===== config.mk =====
export PLATFORM = sky130hd
export DESIGN_NAME = fetch_stage
export DESIGN_NICKNAME = d
export VERILOG_FILES = /design/src/rtl/fetch_stage.sv
export SDC_FILE = /design/constraint.sdc
export NUM_CORES = 1
export LEC_CHECK = 0
export BUFFER_PORTS_ARGS = -buffer_cell sky130_fd_sc_hd__buf_2
export CAP_MARGIN = 25
export CORE_AREA = 2 2 122 124
export CTS_BUF_LIST = sky130_fd_sc_hd__clkbuf_4 sky130_fd_sc_hd__clkbuf_8
export DETAILED_ROUTE_END_ITERATION = 10
export DIE_AREA = 0 0 124 126
export PLACE_DENSITY = 0.66
export SLEW_MARGIN = 40
export SYNTH_ARGS = -nofsm -noshare
export SYNTH_HDL_FRONTEND = slang
export SYNTH_SLANG_ARGS = --single-unit
export TNS_END_PERCENT = 10

===== constraint.sdc =====
create_clock -name CLK -period 2.8 [get_ports CLK]
set_input_delay 0.28 -clock CLK [delete_from_list [all_inputs] [get_ports CLK]]
set_output_delay 0.28 -clock CLK [all_outputs]
set_load 0.05 [all_outputs]

===== src/rtl/fetch_stage.sv =====
// Instruction fetch stage: PC sequencing, I-memory request and the IF/ID pipeline latch.
// Optional macro FETCH_STALL_CNT_EN adds a saturating stall_cycles counter output.
module fetch_stage #(
  parameter logic [31:0] PC_INIT = 32'h00000000
) (
  input  logic        CLK,
  input  logic        RST,
  input  logic        redirect,
  input  logic [31:0] redirect_pc,
  input  logic        flush,
  input  logic        disable_fetch,
  input  logic        halt,
  input  logic        ihit,
  input  logic [31:0] iload,
  output logic        iREN,
  output logic [31:0] iaddr,
  output logic        ifid_valid,
  output logic [31:0] ifid_instr,
  output logic [31:0] ifid_pc,
  output logic [31:0] ifid_npc
`ifdef FETCH_STALL_CNT_EN
  ,
  output logic [15:0] stall_cycles
`endif
);

  typedef enum logic [1:0] {
    ST_RESET  = 2'd0,
    ST_FETCH  = 2'd1,
    ST_HALTED = 2'd2
  } state_t;

  state_t      state_reg, state_next;
  logic [31:0] pc_reg, pc_next;
  logic        valid_reg, valid_next;
  logic [31:0] instr_reg, instr_next;
  logic [31:0] ipc_reg, ipc_next;
  logic [31:0] inpc_reg, inpc_next;
  logic [31:0] pc_plus4;
  logic        stall_event;

  // Wraps naturally modulo 2^32.
  assign pc_plus4 = pc_reg + 32'd4;

  always_ff @(posedge CLK) begin
    if (RST) begin
      state_reg <= ST_RESET;
      pc_reg    <= PC_INIT;
      valid_reg <= 1'b0;
      instr_reg <= 32'h0;
      ipc_reg   <= 32'h0;
      inpc_reg  <= 32'h0;
    end else begin
      state_reg <= state_next;
      pc_reg    <= pc_next;
      valid_reg <= valid_next;
      instr_reg <= instr_next;
      ipc_reg   <= ipc_next;
      inpc_reg  <= inpc_next;
    end
  end

  always_comb begin
    state_next  = state_reg;
    pc_next     = pc_reg;
    valid_next  = valid_reg;
    instr_next  = instr_reg;
    ipc_next    = ipc_reg;
    inpc_next   = inpc_reg;
    stall_event = 1'b0;
    case (state_reg)
      ST_RESET: state_next = ST_FETCH;
      ST_FETCH: begin
        // Any action other than a stall leaves IF/ID empty unless a hit is captured.
        if (!disable_fetch || halt || redirect || flush) begin
          valid_next = 1'b0;
          instr_next = 32'h0;
          ipc_next   = 32'h0;
          inpc_next  = 32'h0;
        end
        if (halt) begin
          state_next = ST_HALTED;
        end else if (redirect) begin
          pc_next = redirect_pc & 32'hFFFF_FFFC;
        end else if (flush) begin
          pc_next = pc_reg;
        end else if (disable_fetch) begin
          stall_event = 1'b1;
        end else if (ihit) begin
          valid_next = 1'b1;
          instr_next = iload;
          ipc_next   = pc_reg;
          inpc_next  = pc_plus4;
          pc_next    = pc_plus4;
        end
      end
      default: state_next = state_reg;
    endcase
  end

  assign iREN       = (state_reg == ST_FETCH);
  assign iaddr      = pc_reg;
  assign ifid_valid = valid_reg;
  assign ifid_instr = instr_reg;
  assign ifid_pc    = ipc_reg;
  assign ifid_npc   = inpc_reg;

`ifdef FETCH_STALL_CNT_EN
  logic [15:0] stall_reg;

  always_ff @(posedge CLK) begin
    if (RST) begin
      stall_reg <= 16'h0;
    end else if (stall_event && stall_reg != 16'hFFFF) begin
      stall_reg <= stall_reg + 16'd1;
    end
  end

  assign stall_cycles = stall_reg;
`else
  logic unused_stall;
  assign unused_stall = stall_event;
`endif

endmodule


### Word level (Yosys, flattened, before mapping)

Cells that the tools add are included.

* bits in registers: 131
* input bits: 71
* output and inout port bits: 130
* word-level logic and storage cells: 51

* $add $sub $neg: 1
* eq/ne operators: 4
* muxes and demuxes: 30
* bitwise operators: 1
* reduce and logical (&&, ||, !) cells: 9

Operators with widths (count)
* 2-to-1 mux 32 bit: 22
* adder 32 x 3 -> 32 bit, second input constant: 1
* 2-to-1 mux 1 bit: 6
* inequality test 2 bit, second input constant: 3
* AND reduction 5 bit: 1
* one-hot mux 2 bit (2 select lines): 1
* nonzero test 2 bit: 2
* logical OR 1 bit: 3
* equality test 2 x 1 -> 1 bit, second input constant: 1
* logical NOT 2 bit: 1
* 2-to-1 mux 2 bit: 1
* AND reduction 2 bit: 1
* logical NOT 1 bit: 1
* NOT 1 bit: 1

### Depth between registers and ports, before layout

Gate-level depths: netlist of run 1.

* word-level depth: 10
* gate-level depth with buffers: 8
* depth with buffers taken out: 6

### Worst setup path before layout of run 1

No wires, ideal clock.

* kind: register -> register
* start: reg pc_reg[2] (netlist: iaddr[2])
* end: reg pc_reg[28] (netlist: iaddr[28])
* library setup time: 0.074 ns
* data arrival time: 2.425 ns
* required time: 2.726 ns
* path slack: 0.301 ns
* stages on the path, launching flop included: 7
* buffers on the path: 0
* clock period less this slack: 2.499 ns
* cell sequence: dfxtp_1 -> ha_1 -> and3_1 -> nand2_1 -> or4_1 -> or3_1 -> a31oi_1

* cells in the longest elaborated chain, start to end: 5

Ends and longest elaborated chain
* start, declared: RTL line 34 `logic [31:0] pc_reg, pc_next;`
* start signal, assigned: RTL line 55 `pc_reg <= pc_next;`
* adder 32 x 3 -> 32 bit: RTL line 43 `assign pc_plus4 = pc_reg + 32'd4;`
* 2-to-1 mux 32 bit: RTL line 89 `end else if (ihit) begin`
* 2-to-1 mux 32 bit: RTL line 87 `end else if (disable_fetch) begin`
* 2-to-1 mux 32 bit: RTL line 85 `end else if (flush) begin`
* 2-to-1 mux 32 bit: RTL line 83 `end else if (redirect) begin`

No other way between the ends. The select of a mux whose other input is x is not followed.
A chain may end at the register's enable or synchronous reset.

### Final worst setup path of run 1

Same ends and word-level chain as after synthesis.

==> results of run 1 <==
## final timing paths
check	startpoint	endpoint	slack, ps	cells after the start
max reg2reg	iaddr[2]	iaddr[28]	360	6
min	iload[2]	ifid_instr[2]	70	3
max	iaddr[2]	iaddr[28]	360	6
min reg2reg	ifid_npc[18]	ifid_npc[18]	490	2
## placed cells by master, fill, tap and decap left out, drive strengths merged, types with 13 or more instances in the layout
cell type and instances:
a211oi 15, a21oi 52, a22oi 81, a31oi 15, and3 17, buf 217
clkbuf 19, dfxtp 129, nand2 30, nand3 16, nand3b 13, nor2 99
o21ai 16, xnor2 18
## area by class of cell
class                           count  area (µm²)
Timing Repair Buffer              217        1166
Multi-Input combinational cell    461        2761
Clock buffer                       19       261.5
Sequential cell                   129        2582
Inverter                            4       15.01
Tap cell                          184       230.2
Clock inverter                     13       185.2
Fill cell                        1437        7112
## power groups by stage
stage               Clock, mW  Combinational [mW]  Sequential [mW]
detailed placement          0               0.378             1.93
CTS                      1.82               0.380             1.88
floorplan                   0               0.195             1.97
global placement            0               0.378             1.92
finish                   1.79               0.377             1.88
global route             1.91               0.409             1.89
## routing by layer
| layer | GRT usage, % | vias up |
|---|---|---|
| met3 | 6.748 | 27 |
| li1 | - | 2744 |
| met4 | 8.923 | 2 |
| met1 | 30.12 | 2629 |
| met2 | 34.20 | 184 |
| met5 | 0 | - |
## tightest hold or removal path, stage by stage
cell	delay [ps]
buf_2	70
a22oi_1	60
nor2_1	70
## cells by family after synthesis
family,Yosys count,synth area share [%]
AND/OR/NAND/NOR,226,19.81
other,1,0.06641
multiplexers,1,0.1773
XOR/XNOR,28,4.343
adder cells (fa/ha/maj),1,0.2215
buffers and inverters,75,5.694
flip-flops,129,45.73
AO/OA/AOI/OAI,203,23.95
## metrics by stage
| stage | instance area (µm²) | power [mW] |
|---|---|---|
| detailed placement | 6755 | 2.303 |
| floorplan | 5650 | 2.167 |
| finish | 7202 | 4.047 |
| global placement | 6755 | 2.302 |
| CTS | 7202 | 4.084 |
| global route | 7202 | 4.205 |
==> metrics.cfg, run 1 <==
[outcome]
status=completed

[floorplanning]
die-area_um2=15620
io_pins=201
start_util_pct=39.45
core_region_area_um2=14310
fp.dieH_um=126
die_w_um=124
rows=44

[sta]
rsz0062_at_grt=no
setup-violations-final=0
fmax_mhz=409.7
slew_headroom_pct=58.70
fin_skew_ps=7.584
fin_crit_ps=2441
fin_crit_sh_pct=87.18
setup_tns_ps=0
hold_ws_ps=73.33
drv_slew=0
finalHoldViolations=0
worstMarginPinSlew_ps=613.9
worst_slack_ps=359.0

[routing]
dr_wl_met3_mm=1.343
routed-via-count=5586
final_antenna_net_count=0
via_per_inst=5.439
top_layer=met5
drc_errors=0
wl_met2_mm=7.892
wl_per_cell_um=16.97
drtPass1Iterations=5
met1_length_mm=7.834
drt_wl_total_mm=17.43
drt_iter0_drc=409

[clock_tree]
clock_latency_ps=450
clockBufferDepth=2
path_clk_slew_ps=80
cts-root-buf=clkbuf_8
hold_buffers=0
cts-resized-gates=0
clkSinkCount=129
cts_tree=yes
postCtsSetupRepairBufs=0
cts_buffers=17
htree_levels=4

[finish]
instances_no_fill=1027
drive_gt1_share_pct=30.01
final_nets=902
final_util_pct=50.31
area_growth_pct=27.54
diodes=0

[global_routing]
grt_max_degree=64
grt_usage_pct=22.60
antenna_found_initial=1
overflow=0
grt_pass1_vias=5244
grt_pass1_wl_mm=27.72

[pwr]
power_switching_mw=1.066
power_switching_share_pct=26.34
p_leak_nw=3.083
clkPwrFrac_pct=44.1
p_seq_share_pct=46.5
p_per_area_nw_per_um2=562.0
intPower_mw=2.981
comb_power_share_pct=9.3
peakVddDrop_uv=240.2

[setup_path]
cp_cell_sequence=ha_1 -> and3_1 -> nand2_1 -> or4_1 -> or3_1 -> a31oi_1
setup.worst_path.start_class=register
cp-end-kind=register
critPathTopFamily=simple AND/OR/NAND/NOR gates
cpPeakStageDelay_ps=620
worstPathMaxFanout=9
critPathBufInv=0
crit_type=reg -> reg
cp_data_required_time_ps=3180
arrival_ps=2820
crit_slowest_cell=or4_1

[placed_design]
routabilityCongestion=0.8316
dp_slack_ps=362.4
dpl.hpwl_mm=11.77
io_buffers=196
place_inst=995

[logic_synthesis]
synth.most_common_cell=dfxtp_1
synth_edf_count=0
yosys.area.top_type_share_pct=45.73
seq_area_frac_synth_pct=45.73
ys_async_sr_fraction_pct=0
netlist_area_um2=5647
synth_top_area_cell=dfxtp_1
synth_area_per_cell_um2=8.504
synth.distinct_cells=51
synth_common_cells=dfxtp_1 (129), nor2_1 (99), a22oi_1 (81)
ys_top_cells_by_area=dfxtp_1 (46%), a22oi_1 (11%), nor2_1 (6.6%)
syn_inst=664
synth_seq_cells=129
yosysWarnings=0
synthFlopType=dfxtp_1

[flow_run]
cap_violations=0

[min_path]
hold_path_class=in -> reg

Note: power is estimated with default switching activity, not from simulation.
==> run 2: changes to the inputs <==
CAP_MARGIN = unset   (was 25)
CORE_AREA = 5 5 125 127   (was 2 2 122 124)
DIE_AREA = 0 0 130 132   (was 0 0 124 126)
REMOVE_ABC_BUFFERS = 1   (was unset)
==> metrics.cfg, run 2 (synthesized netlist as in run 1, its figures left out) <==
[outcome]
status=completed

[clock_tree]
hold_buffers=0
clockBufferDepth=2
cts_tree=yes
cts-root-buf=clkbuf_8
clock_latency_ps=450
cts_buffers=17
path_clk_slew_ps=70
cts-resized-gates=0
postCtsSetupRepairBufs=0
htree_levels=4
clkSinkCount=129

[setup_path]
endpoint=iaddr[24]
crit_type=reg -> reg
crit_start=iaddr[3]
rr_endpoint=iaddr[24]
cp_cell_sequence=ha_1 -> and3_1 -> nand2_1 -> or4_1 -> or3_1 -> a31oi_1
cp_data_required_time_ps=3180
critPathTopFamily=simple AND/OR/NAND/NOR gates
setup.worst_path.start_class=register
cp-end-kind=register
reg2reg_from=iaddr[3]
critPathBufInv=0
ff2ff_setup_slack_ps=360
cpPeakStageDelay_ps=620
r2r_cells=6
worstPathMaxFanout=8
arrival_ps=2820
crit_slowest_cell=or4_1
crit_cells=6

[finish]
instances_no_fill=1031
final_nets=906
multiInputGateArea_um2=2761
final_cell_mix=buf_2 (195), dfxtp_1 (129), nor2_1 (99)
diodes=0
mostFrequentLayoutCell=buf_2
area_growth_pct=28.21
final_util_pct=50.58
drive_gt1_share_pct=30.34
n_fill_cell=1468
final-seq-area_um2=2582

[routing]
routed-via-count=5548
wl_met2_mm=7.929
wl_per_cell_um=16.83
drt_iter0_drc=387
final_antenna_net_count=0
met1_length_mm=7.711
top_layer=met5
via_per_inst=5.381
drt_wl_total_mm=17.35
drtPass1Iterations=5
dr_wl_met3_mm=1.481
drc_errors=0

[floorplanning]
fp.dieH_um=132
rows=44
core_region_area_um2=14310
start_util_pct=39.45
die-area_um2=17160
io_pins=201
die_w_um=130

[min_path]
hold_path_class=in -> reg

[placed_design]
dpl.hpwl_mm=12.11
io_buffers=196
place_inst=999
routabilityCongestion=0.8015

[sta]
fmax_mhz=409.5
fin_skew_ps=8.027
fin_crit_sh_pct=87.22
rsz0062_at_grt=no
worstMarginPinSlew_ps=799.1
drv_slew=0
finalHoldViolations=0
setup-violations-final=0
fin_crit_ps=2442
slew_headroom_pct=46.73

[global_routing]
grt_pass1_wl_mm=27.73
grt_max_degree=71
grt_usage_pct=20.15
grt_pass1_vias=5218
overflow=0
antenna_found_initial=1

[flow_run]
cap_violations=0

[pwr]
peakVddDrop_uv=271.3
p_leak_nw=3.116
p_per_area_nw_per_um2=558.3

[run 2: area by class of cell]
| cell class | instances | share of cell area, % |
|---|---|---|
| Clock inverter | 10 | 2.178 |
| Clock buffer | 22 | 3.923 |
| Inverter | 4 | 0.2074 |
| Timing Repair Buffer | 221 | 16.70 |
| Sequential cell | 129 | 35.67 |
| Tap cell | 184 | 3.180 |
| Multi-Input combinational cell | 461 | 38.14 |
[run 2: through the flow]
| stage | setup slack [ps] | total power [mW] | area, µm² | setup TNS, ps | hold WS [ps] |
|---|---|---|---|---|---|
| 2_1_floorplan | -5453 | 2.113 | 5344 | -495750 | 349.1 |
| 3_3_place_gp | 424.6 | 2.298 | 6758 | 0 | 463.2 |
| 3_5_place_dp | 374.5 | 2.314 | 6798 | 0 | 479.5 |
| 4_1_cts | 347.3 | 4.086 | 7239 | 0 | 44.79 |
| 5_1_grt | 198.2 | 4.206 | 7239 | 0 | 48.50 |
| 6_report | 357.8 | 4.041 | 7239 | 0 | 73.79 |
[run 2: tightest hold or removal path, cell delays in order]
cell     delay, ps
buf_2           70
a22oi_1         60
nor2_1          70
[run 2: how the worst min path moves through the flow]
stage                     endpoint  cells after the start  slack [ps]         start
finish              ifid_instr[12]                      3          70     iload[12]
global route        ifid_instr[21]                      3          50     iload[21]
CTS                 ifid_instr[12]                      3          40     iload[12]
detailed placement    ifid_npc[18]                      2         480  ifid_npc[18]
global placement        ifid_valid                      2         460    ifid_valid
floorplan                iaddr[10]                      1         350           RST
[run 2: power by group]
group | leakage (nW) | total, mW | switching (mW) | internal (mW)
clock | 0.219 | 1.77 | 0.729 | 1.04
combinational | 1.86 | 0.385 | 0.262 | 0.124
sequential | 1.04 | 1.89 | 0.0312 | 1.85
total | 3.12 | 4.04 | 1.02 | 3.02
[run 2: metal layers]
layer | GRT usage [%] | up-vias
li1 | - | 2744
met1 | 26.60 | 2612
met2 | 31.38 | 172
met3 | 6.564 | 18
met4 | 6.005 | 2
met5 | 0 | -
